### src/rtl/inst_fetch_if.sv
// Instruction fetch bus bundle.
// Groups every non-clock signal of the fetch stage:
//   - Control from the core: Start, Stall, Branch, BrTaken and BrIdx.
//   - Branch-target LUT load port: lut_we, lut_waddr and lut_wdata.
//   - Instruction memory port: imem_addr out, imem_data back.
//   - Decoder-facing results: mach_code, pc_out, valid and Done.
// The fetch stage takes the master view. The surrounding core or bench
// takes the slave view.
interface inst_fetch_if #(
  parameter int PC_W      = 10,
  parameter int LUT_DEPTH = 16
);
  localparam int IDX_W = $clog2(LUT_DEPTH);

  logic             Start;
  logic             Stall;
  logic             Branch;
  logic             BrTaken;
  logic [IDX_W-1:0] BrIdx;
  logic             lut_we;
  logic [IDX_W-1:0] lut_waddr;
  logic [PC_W-1:0]  lut_wdata;
  logic [PC_W-1:0]  imem_addr;
  logic [8:0]       imem_data;
  logic [8:0]       mach_code;
  logic [PC_W-1:0]  pc_out;
  logic             valid;
  logic             Done;

  modport master (
    input  Start, Stall, Branch, BrTaken, BrIdx,
    input  lut_we, lut_waddr, lut_wdata,
    input  imem_data,
    output imem_addr, mach_code, pc_out, valid, Done
  );

  modport slave (
    output Start, Stall, Branch, BrTaken, BrIdx,
    output lut_we, lut_waddr, lut_wdata,
    output imem_data,
    input  imem_addr, mach_code, pc_out, valid, Done
  );
endinterface

### src/rtl/inst_fetch.sv
// Instruction fetch stage.
// Owns the program counter and the branch-target LUT. It addresses
// instruction memory and registers the returned 9-bit machine code for the
// decoder.
// Ports:
//   Clk      rising-edge clock
//   Reset_n  asynchronous active-low reset (LUT contents survive it)
//   bus      inst_fetch_if master view: Start/Stall/Branch control,
//            LUT write port, imem address/data, and mach_code/pc_out/
//            valid/Done toward the decoder
module inst_fetch #(
  parameter int         PC_W      = 10,
  parameter int         LUT_DEPTH = 16,
  parameter logic [8:0] HALT_CODE = 9'h1FF
) (
  input  logic            Clk,
  input  logic            Reset_n,
  inst_fetch_if.master    bus
);

  localparam int IDX_W = $clog2(LUT_DEPTH);
  localparam logic [PC_W-1:0] PC_ONE = {{(PC_W-1){1'b0}}, 1'b1};

  typedef enum logic [1:0] {
    IDLE,
    RUN,
    HALT
  } stateT;

  stateT           state, stateNext;
  logic [PC_W-1:0] pc, pcNext;
  logic [PC_W-1:0] pcOutReg, pcOutNext;
  logic [8:0]      machCode, machCodeNext;
  logic            validReg, validNext;
  logic            doneReg, doneNext;
  logic            armed, armedNext;

  logic [PC_W-1:0] lut [LUT_DEPTH];
  logic [PC_W-1:0] lutTarget;

  // Combinational LUT read. A write to the same entry in the same cycle
  // lands only at the edge, so a redirect still sees the old target.
  assign lutTarget = lut[bus.BrIdx];

  // Branch-target table, loaded by the program loader in any state.
  // It is deliberately left out of reset.
  always_ff @(posedge Clk) begin
    if (bus.lut_we) begin
      lut[bus.lut_waddr] <= bus.lut_wdata;
    end
  end

  // State and datapath registers. Everything except the LUT clears on reset.
  always_ff @(posedge Clk or negedge Reset_n) begin
    if (!Reset_n) begin
      state    <= IDLE;
      pc       <= '0;
      pcOutReg <= '0;
      machCode <= '0;
      validReg <= 1'b0;
      doneReg  <= 1'b0;
      armed    <= 1'b0;
    end else begin
      state    <= stateNext;
      pc       <= pcNext;
      pcOutReg <= pcOutNext;
      machCode <= machCodeNext;
      validReg <= validNext;
      doneReg  <= doneNext;
      armed    <= armedNext;
    end
  end

  // Next-state and datapath decisions.
  // IDLE waits for Start to rise and then fall. RUN fetches one word per
  // unstalled cycle. In RUN, Start beats stall, stall beats halt, and halt
  // beats a taken branch. When a halt or a redirect fires, the word being
  // fetched in that cycle is still captured, but it is marked as a bubble.
  always_comb begin
    stateNext    = state;
    pcNext       = pc;
    pcOutNext    = pcOutReg;
    machCodeNext = machCode;
    validNext    = validReg;
    doneNext     = doneReg;
    armedNext    = armed;

    case (state)
      IDLE: begin
        validNext = 1'b0;
        doneNext  = 1'b0;
        if (bus.Start) begin
          pcNext    = '0;
          armedNext = 1'b1;
        end else if (armed) begin
          stateNext = RUN;
          armedNext = 1'b0;
        end
      end

      RUN: begin
        if (bus.Start) begin
          stateNext = IDLE;
          pcNext    = '0;
          armedNext = 1'b1;
          validNext = 1'b0;
          doneNext  = 1'b0;
        end else if (!bus.Stall) begin
          machCodeNext = bus.imem_data;
          pcOutNext    = pc;
          if (validReg && (machCode == HALT_CODE)) begin
            stateNext = HALT;
            doneNext  = 1'b1;
            validNext = 1'b0;
            pcNext    = pc + PC_ONE;
          end else if (validReg && bus.Branch && bus.BrTaken) begin
            pcNext    = lutTarget;
            validNext = 1'b0;
          end else begin
            pcNext    = pc + PC_ONE;
            validNext = 1'b1;
          end
        end
      end

      HALT: begin
        validNext = 1'b0;
        doneNext  = 1'b1;
        if (bus.Start) begin
          stateNext = IDLE;
          doneNext  = 1'b0;
          pcNext    = '0;
          armedNext = 1'b1;
        end
      end

      default: begin
        stateNext = IDLE;
      end
    endcase
  end

  assign bus.imem_addr = pc;
  assign bus.mach_code = machCode;
  assign bus.pc_out    = pcOutReg;
  assign bus.valid     = validReg;
  assign bus.Done      = doneReg;

endmodule

### src/flat_wrapper.sv
// flat-port wrapper written by rule: the top's interface ports become plain ports
module inst_fetch_flat 
#(
  parameter int         PC_W      = 10,
  parameter int         LUT_DEPTH = 16,
  parameter logic [8:0] HALT_CODE = 9'h1FF
)
  (Clk, Reset_n, bus_Start, bus_Stall, bus_Branch, bus_BrTaken, bus_BrIdx, bus_lut_we, bus_lut_waddr, bus_lut_wdata, bus_imem_data, bus_imem_addr, bus_mach_code, bus_pc_out, bus_valid, bus_Done);
  inst_fetch_if #(.PC_W(PC_W), .LUT_DEPTH(LUT_DEPTH)) bus_i ();
  input  logic Clk;
  input  logic Reset_n;
  input wire logic [$bits(bus_i.Start)-1:0] bus_Start;
  input wire logic [$bits(bus_i.Stall)-1:0] bus_Stall;
  input wire logic [$bits(bus_i.Branch)-1:0] bus_Branch;
  input wire logic [$bits(bus_i.BrTaken)-1:0] bus_BrTaken;
  input wire logic [$bits(bus_i.BrIdx)-1:0] bus_BrIdx;
  input wire logic [$bits(bus_i.lut_we)-1:0] bus_lut_we;
  input wire logic [$bits(bus_i.lut_waddr)-1:0] bus_lut_waddr;
  input wire logic [$bits(bus_i.lut_wdata)-1:0] bus_lut_wdata;
  input wire logic [$bits(bus_i.imem_data)-1:0] bus_imem_data;
  output wire logic [$bits(bus_i.imem_addr)-1:0] bus_imem_addr;
  output wire logic [$bits(bus_i.mach_code)-1:0] bus_mach_code;
  output wire logic [$bits(bus_i.pc_out)-1:0] bus_pc_out;
  output wire logic [$bits(bus_i.valid)-1:0] bus_valid;
  output wire logic [$bits(bus_i.Done)-1:0] bus_Done;
  assign bus_i.Start = bus_Start;
  assign bus_i.Stall = bus_Stall;
  assign bus_i.Branch = bus_Branch;
  assign bus_i.BrTaken = bus_BrTaken;
  assign bus_i.BrIdx = bus_BrIdx;
  assign bus_i.lut_we = bus_lut_we;
  assign bus_i.lut_waddr = bus_lut_waddr;
  assign bus_i.lut_wdata = bus_lut_wdata;
  assign bus_i.imem_data = bus_imem_data;
  assign bus_imem_addr = bus_i.imem_addr;
  assign bus_mach_code = bus_i.mach_code;
  assign bus_pc_out = bus_i.pc_out;
  assign bus_valid = bus_i.valid;
  assign bus_Done = bus_i.Done;
  inst_fetch #(.PC_W(PC_W), .LUT_DEPTH(LUT_DEPTH), .HALT_CODE(HALT_CODE)) u_core (.Clk(Clk), .Reset_n(Reset_n), .bus(bus_i));
endmodule
### config.mk
export PLATFORM = sky130hd
export DESIGN_NAME = inst_fetch_flat
export DESIGN_NICKNAME = d
export VERILOG_FILES = /design/src/rtl/inst_fetch_if.sv /design/src/rtl/inst_fetch.sv /design/src/flat_wrapper.sv
export SDC_FILE = /design/constraint.sdc
export NUM_CORES = 1
export LEC_CHECK = 0
export ABC_CLOCK_PERIOD_IN_PS = 2140
export CAP_MARGIN = 10
export CORE_UTILIZATION = 39
export CTS_CLUSTER_DIAMETER = 100
export DETAILED_ROUTE_END_ITERATION = 12
export HOLD_SLACK_MARGIN = 0.05
export SYNTH_ARGS = -nofsm -noshare
export SYNTH_HDL_FRONTEND = slang
export SYNTH_SLANG_ARGS = --single-unit
### constraint.sdc
create_clock -name Clk -period 2.14 [get_ports Clk]
set_clock_uncertainty 0.2 [all_clocks]
set_input_delay 0.428 -clock Clk [delete_from_list [all_inputs] [get_ports Clk]]
set_output_delay 0.428 -clock Clk [all_outputs]
set_load 0.02 [all_outputs]
# [After elaboration in Yosys (flattened, before gate mapping)]
# Memories as Yosys holds them, arrays and structs flattened.
# Cells that the tools add are included.
[totals] reg_bits=34 mem_bits_rw=160 in_bits=34 out_inout_bits=31 wordCells=64 mem_count=1
[classes] addsub=1 n_eq_ne=10 mux=28 bitwise_logic=2 reduce_logical=15
[memory_table] memory="u_core.lut" depth=16 width=10 rd=1 rd_clocked_by_memory_dff=0 wr=1 line_no="inst_fetch.sv:38" rtl="logic [PC_W-1:0] lut [LUT_DEPTH];"
[ops] op="10-bit two-way mux" n=5
[ops] op="10-bit case mux with 2 select lines" n=1
[ops] op="1-bit two-way mux" n=12
[ops] op="2-bit two-way mux" n=6
[ops] op="10-bit by 1-bit adder with 10-bit output, second input constant" n=1
[ops] op="9-bit equality test, second input constant" n=1
[ops] op="3-bit AND reduction" n=3
[ops] op="2-bit by 1-bit != test with 1-bit output, second input constant" n=3
[ops] op="2-bit case mux with 3 select lines" n=1
[ops] op="5-bit AND reduction" n=1
[ops] op="2-bit != test, second input constant" n=2
[ops] op="1-bit case mux with 2 select lines" n=2
[ops] op="2-bit AND reduction" n=2
[ops] op="2-bit nonzero test" n=2
[ops] op="2-bit OR reduction" n=2
[ops] op="1-bit logical AND" n=3
[ops] op="3-bit by 2-bit != test with 1-bit output, second input constant" n=1
[ops] op="3-bit != test, second input constant" n=1
[ops] op="1-bit case mux with 3 select lines" n=1
[ops] op="3-bit nonzero test" n=1
[ops] op="2-bit by 1-bit equality test with 1-bit output, second input constant" n=1
[ops] op="2-bit equality test, second input constant" n=1
[ops] op="2-bit logical NOT" n=1
[ops] op="1-bit inverter" n=2

# [Longest topological paths before layout]
[logic_depth] ltp_word=7 ltp_mapped=7

# [Least setup slack after synthesis]
# OpenSTA, ideal clock, no wires.
[synth_path] kind="input to register" start="input port bus_lut_waddr[2]" end="memory u_core.lut[0][0] (enable)" setup_time_ns=0.390 t_arrival_ns=1.672 t_required_ns=1.550 setup_slack_ns=-0.121 stages=2 path_buffers=0 cell_sequence="or3b_2 > nor3_1"
[synth_rtl] element="start: declaration" line_no="flat_wrapper.sv:18" rtl="input wire logic [$bits(bus_i.lut_waddr)-1:0] bus_lut_waddr;"
[synth_rtl] element="end: declaration" line_no="inst_fetch.sv:38"
# Straight into the memory's write port.

# [Worst setup path in the final report]
[layout_path] start="register u_core.state[1]" end="register u_core.pc[6], in the netlist u_core.bus.imem_addr[6]"
[layout_via] elab_chain_cells=4 elab_cells_between_ends=9 classes_between="eq/ne: 4; mux: 1; reduce/logical: 4"
[layout_rtl] element="start: declaration" line_no="inst_fetch.sv:30" rtl="stateT state, stateNext;"
[layout_rtl] element="start signal: assignment" line_no="inst_fetch.sv:64" rtl="state <= stateNext;"
[layout_rtl] element="2-bit equality test / 2-bit logical NOT (equally long branches)" line_no="inst_fetch.sv:88" rtl="case (state)"
[layout_rtl] element="2-bit OR reduction (no source line)"
[layout_rtl] element="2-bit by 1-bit != test with 1-bit output (no source line) / 2-bit nonzero test (equally long branches)"
[layout_rtl] element="3-bit AND reduction (no source line)"
[layout_rtl] element="end signal: assignment" line_no="inst_fetch.sv:65" rtl="pc <= pcNext;"
[layout_rtl] element="end: declaration" line_no="inst_fetch.sv:31" rtl="logic [PC_W-1:0] pc, pcNext;"
# Several ways; a longest one is shown, not always the timed one.
# A chain may end at the register's enable or synchronous reset.

==> results list <==
* Number of nets in the synthesized netlist: 469
* Final Routed Wirelength: 16200 um
- Worst setup slack for register-to-register paths: 0.07 ns
* Global routing usage summed across all routing layers: 0.167
- The share of total power dissipated in combinational logic is 0.188.
- The share of synthesized area in the top cell type comes to 0.604.
* Remaining global-route overflow: 0
- Initial detailed-routing violation count: 255
- Port Buffer Count: 64
* Worst setup slack after placement: -0.220 ns
* Sink Count: 194
- Outcome: complete, no violations
* Average wire length per cell after detail routing: ~20 um
* Share of the yosys chip area belonging to registers: 0.711
* Type of element launching the critical path: flop
- Clock-pin slew was measured on the worst setup and hold paths at about 0.070 ns.
* Clock power frac: 0.321
- Cell-internal power: 6.76 mW
- Highest Clock Rate: between 0.4 and 0.5 GHz
* Number of buffers created by CTS: 17
* Critical path data arrival time: 2.17 ns
- Leaving out fill and tap cells, the most frequent cell in the layout is sky130_fd_sc_hd__edfxtp_1.
- Starting density of the core: 0.403
* Vias in the first global route: about 4500
* Worst Max-Slew Pin Slew: 0.665 ns
* Relative area change from synthesis to final layout: 23.9%
* Pwr/cell area: 938 nW/um2
* Largest cells by area after synthesis: sky130_fd_sc_hd__edfxtp_1, sky130_fd_sc_hd__dfrtp_1, sky130_fd_sc_hd__mux4_2, sky130_fd_sc_hd__mux2_2, sky130_fd_sc_hd__mux4_1
- # setup viols final: 0
* Most frequent cells in the layout: sky130_fd_sc_hd__edfxtp_1, sky130_fd_sc_hd__clkdlybuf4s50_1, sky130_fd_sc_hd__buf_4, sky130_fd_sc_hd__dfrtp_1, sky130_fd_sc_hd__mux4_2
- CTS Root Buffer Type: sky130_fd_sc_hd__clkbuf_16
- Post-CTS Setup Repair Bufs: 0
* Warning count from the yosys run: 0
- For this design the static power due to leakage is about 3.5 nW.
- Final estimated routing congestion in global placement: 0.818
- Antenna fix cells: 0
- In this run the worst path has a maximum fanout of 6.
* Critical register-to-register path endpoint: u_core.bus.imem_addr[6]$_DFFE_PN0P_
* Largest net degree at the start of global routing: 35
- Die area: 21000 um2
* Source of the worst register-to-register timing path: u_core.state[1]$_DFFE_PN0P_
* I/O pin count: 65
- TritonCTS built the clock tree.
* Global-route wire length before repair: between 20000 and 25000 um
- Total negative slack: 0 ns
* Fraction of layout cells with a size suffix above 1: 0.285
- Dividing the detail-routed via count by the number of cells gives 5.23.
* Worst min path class: in2async
* Buffer levels on the longest clock path: 2
- The synthesized design contains between 150 and 200 register bits.
- Register-to-Register Path Depth: 6
- Std cell rows: 51
* Syn_area_per_cell: between 15 and 20 um2
* Required @ worst endpoint: 2.24 ns
- In this run the power spent charging and discharging nets is 2.48 mW.
- The routed layout has 4328 vias.
* Worst setup margin: roughly 0.07 ns
* Setup repair after global routing missed its margin: yes
* Netlist area before placement: 7950 um2
* Max-cap violations: 0
- Measured along the y axis, the die boundary spans 145 um.
- Counting flops with an async set or reset pin after synthesis yields a share of 0.175.
- The core region is 19700 um2.
* Switching portion of total power: 0.269
- Maximum resistive drop on vdd: 0.631 mV
- The net count of the finished layout is 590.
* Critical Path Sink Type: flop
- DIE WIDTH: between 100 and 150 um
- The later pin in the worst-skew pair is clocked with a latency of about 0.44 ns.
- Number of nets with antenna violations after routing: 0
* Post-detailed-route DRC marker count: 0
- Distinct cell type count after synthesis: 50
- Cell count after synthesis: 429
* Pre-Repair DR Iteration Count: 4
- Of all cell types, the one taking the most synthesized area is sky130_fd_sc_hd__edfxtp_1.
- Number of flops mapped to enable cells by yosys: 160
- The share of total power dissipated in sequential elements is 0.491.
- Among all flip-flop cells after synthesis, the most frequent one is sky130_fd_sc_hd__edfxtp_1.
- The worst pin sits at a relative slew slack of 0.556.
- The worst setup path is of the reg2reg kind.
- Number of buffers inserted for hold repair after clock tree synthesis: 0
* CTS H-tree depth: 4
- The number of antenna violations at the first check in global routing came to 0.
* Dpl hpwl: 10800 um
- Final-report max-slew violation count: 0
- The number of hold violations in the final report is 0.
* Period utilization: 0.967
* Worst hold-check slack: between 0.2 and 0.25 ns
- Minimum period implied by the final worst setup slack: 2.07 ns
worst max-delay path: stages, from the launching register on:
cell	delay (ns)
sky130_fd_sc_hd__dfrtp_1	0.41
sky130_fd_sc_hd__inv_1	0.10
sky130_fd_sc_hd__ha_1	0.23
sky130_fd_sc_hd__a211o_1	0.30
sky130_fd_sc_hd__a21o_1	0.28
sky130_fd_sc_hd__a311oi_1	0.31
sky130_fd_sc_hd__o22ai_1	0.12
sequential cells by signal (all words and copies together) (netlist names):
| signal | cells |
|---|---|
| u_core.bus.mach_code | 9 |
| u_core.state | 2 |
| u_core.bus.imem_addr | 10 |
| u_core.lut | 160 |
| u_core.armed | 1 |
| u_core.bus.valid | 1 |
| u_core.bus.pc_out | 10 |
| u_core.bus.Done | 1 |
per-stage QoR:
stage	total power [mW]	utilization	cells	cell area [um2]
after floorplan	5.51	-	429	7960
after global placement	6.36	0.472	796	9300
after detailed placement	6.41	0.472	796	9300
after CTS	9.34	0.499	827	9840
after global routing	9.65	0.500	827	9850
final	9.24	0.500	827	9850
power by group through the flow:
stage          Combinational [mW]  Clock [mW]  Sequential (mW)
2_1_floorplan               0.662           0             4.84
3_5_place_dp                 1.80           0             4.62
4_1_cts                      1.76        3.05             4.53
3_3_place_gp                 1.77           0             4.59
6_report                     1.74        2.97             4.53
5_1_grt                      1.89        3.19             4.56
cell families (layout without fill, tap and decap cells):
group | count (synthesis) | after routing | share of synthesized area
compound gates | 55 | 55 | 0.0513
fa+ha+maj | 6 | 6 | 0.00944
buf+inv | 28 | 161 | 0.0187
flops | 194 | 194 | 0.711
mux | 74 | 74 | 0.162
simple gates | 72 | 72 | 0.0471
cell type report:
cell class                      instances  area (um2)
Sequential cell                       194        5660
Fill cell                            1608        9870
Clock inverter                         14         123
Timing Repair Buffer                  119        1110
Inverter                               11        41.3
Clock buffer                           17         425
Multi-Input combinational cell        207        2160
Tap cell                              265         332
how the worst max path moves through the flow:
| stage | cells past startpoint | slack, ns | to | start |
|---|---|---|---|---|
| finish | 6 | 0.07 | u_core.bus.imem_addr[6]$_DFFE_PN0P_ | u_core.state[1]$_DFFE_PN0P_ |
| detailed placement | 6 | -0.22 | u_core.bus.imem_addr[2]$_DFFE_PN0P_ | bus_BrIdx[0] |
| CTS | 1 | 0.03 | bus_imem_addr[9] | u_core.bus.imem_addr[9]$_DFFE_PN0P_ |
| floorplan | 7 | 0.11 | u_core.bus.imem_addr[5]$_DFFE_PN0P_ | u_core.state[1]$_DFFE_PN0P_ |
| global route | 7 | -0.02 | u_core.bus.imem_addr[7]$_DFFE_PN0P_ | u_core.state[1]$_DFFE_PN0P_ |
| global placement | 6 | -0.19 | u_core.bus.imem_addr[2]$_DFFE_PN0P_ | bus_BrIdx[0] |
synth_stat cells, drive strengths merged (2+ instances only):
cell	number
a41oi	3
ha	6
nand2	14
buf	10
nand3	5
nand4	4
nand2b	5
o21ai	3
edfxtp	160
a22o	7
nor2b	4
nor3	6
and2	4
mux2i	5
nor4	2
a31oi	2
a22oi	3
nor2	17
clkbuf	7
or2	2
mux4	39
dfrtp	34
o221ai	2
a311oi	4
o22ai	5
mux2	30
o211ai	10
a21oi	10
inv	11
nand3b	2
and3	4
layer usage:
layer | vias up | track usage | part of all wire
li1 | 1983 | - | -
met2 | 115 | 0.281 | 0.50
met3 | 20 | 0.0359 | 0.050
met1 | 2210 | 0.213 | 0.43
met4 | 0 | 0.0632 | 0.014
met5 | - | 0 | 0
repair_timing:
action / 4_1_cts / 5_1_grt
setup endpoints to repair: 20 / 5
cloned: 0 / 0
resized for setup: 13 / 2
endpoints found under the hold margin: 0 / 0
(Power assumes the default switching activity.)
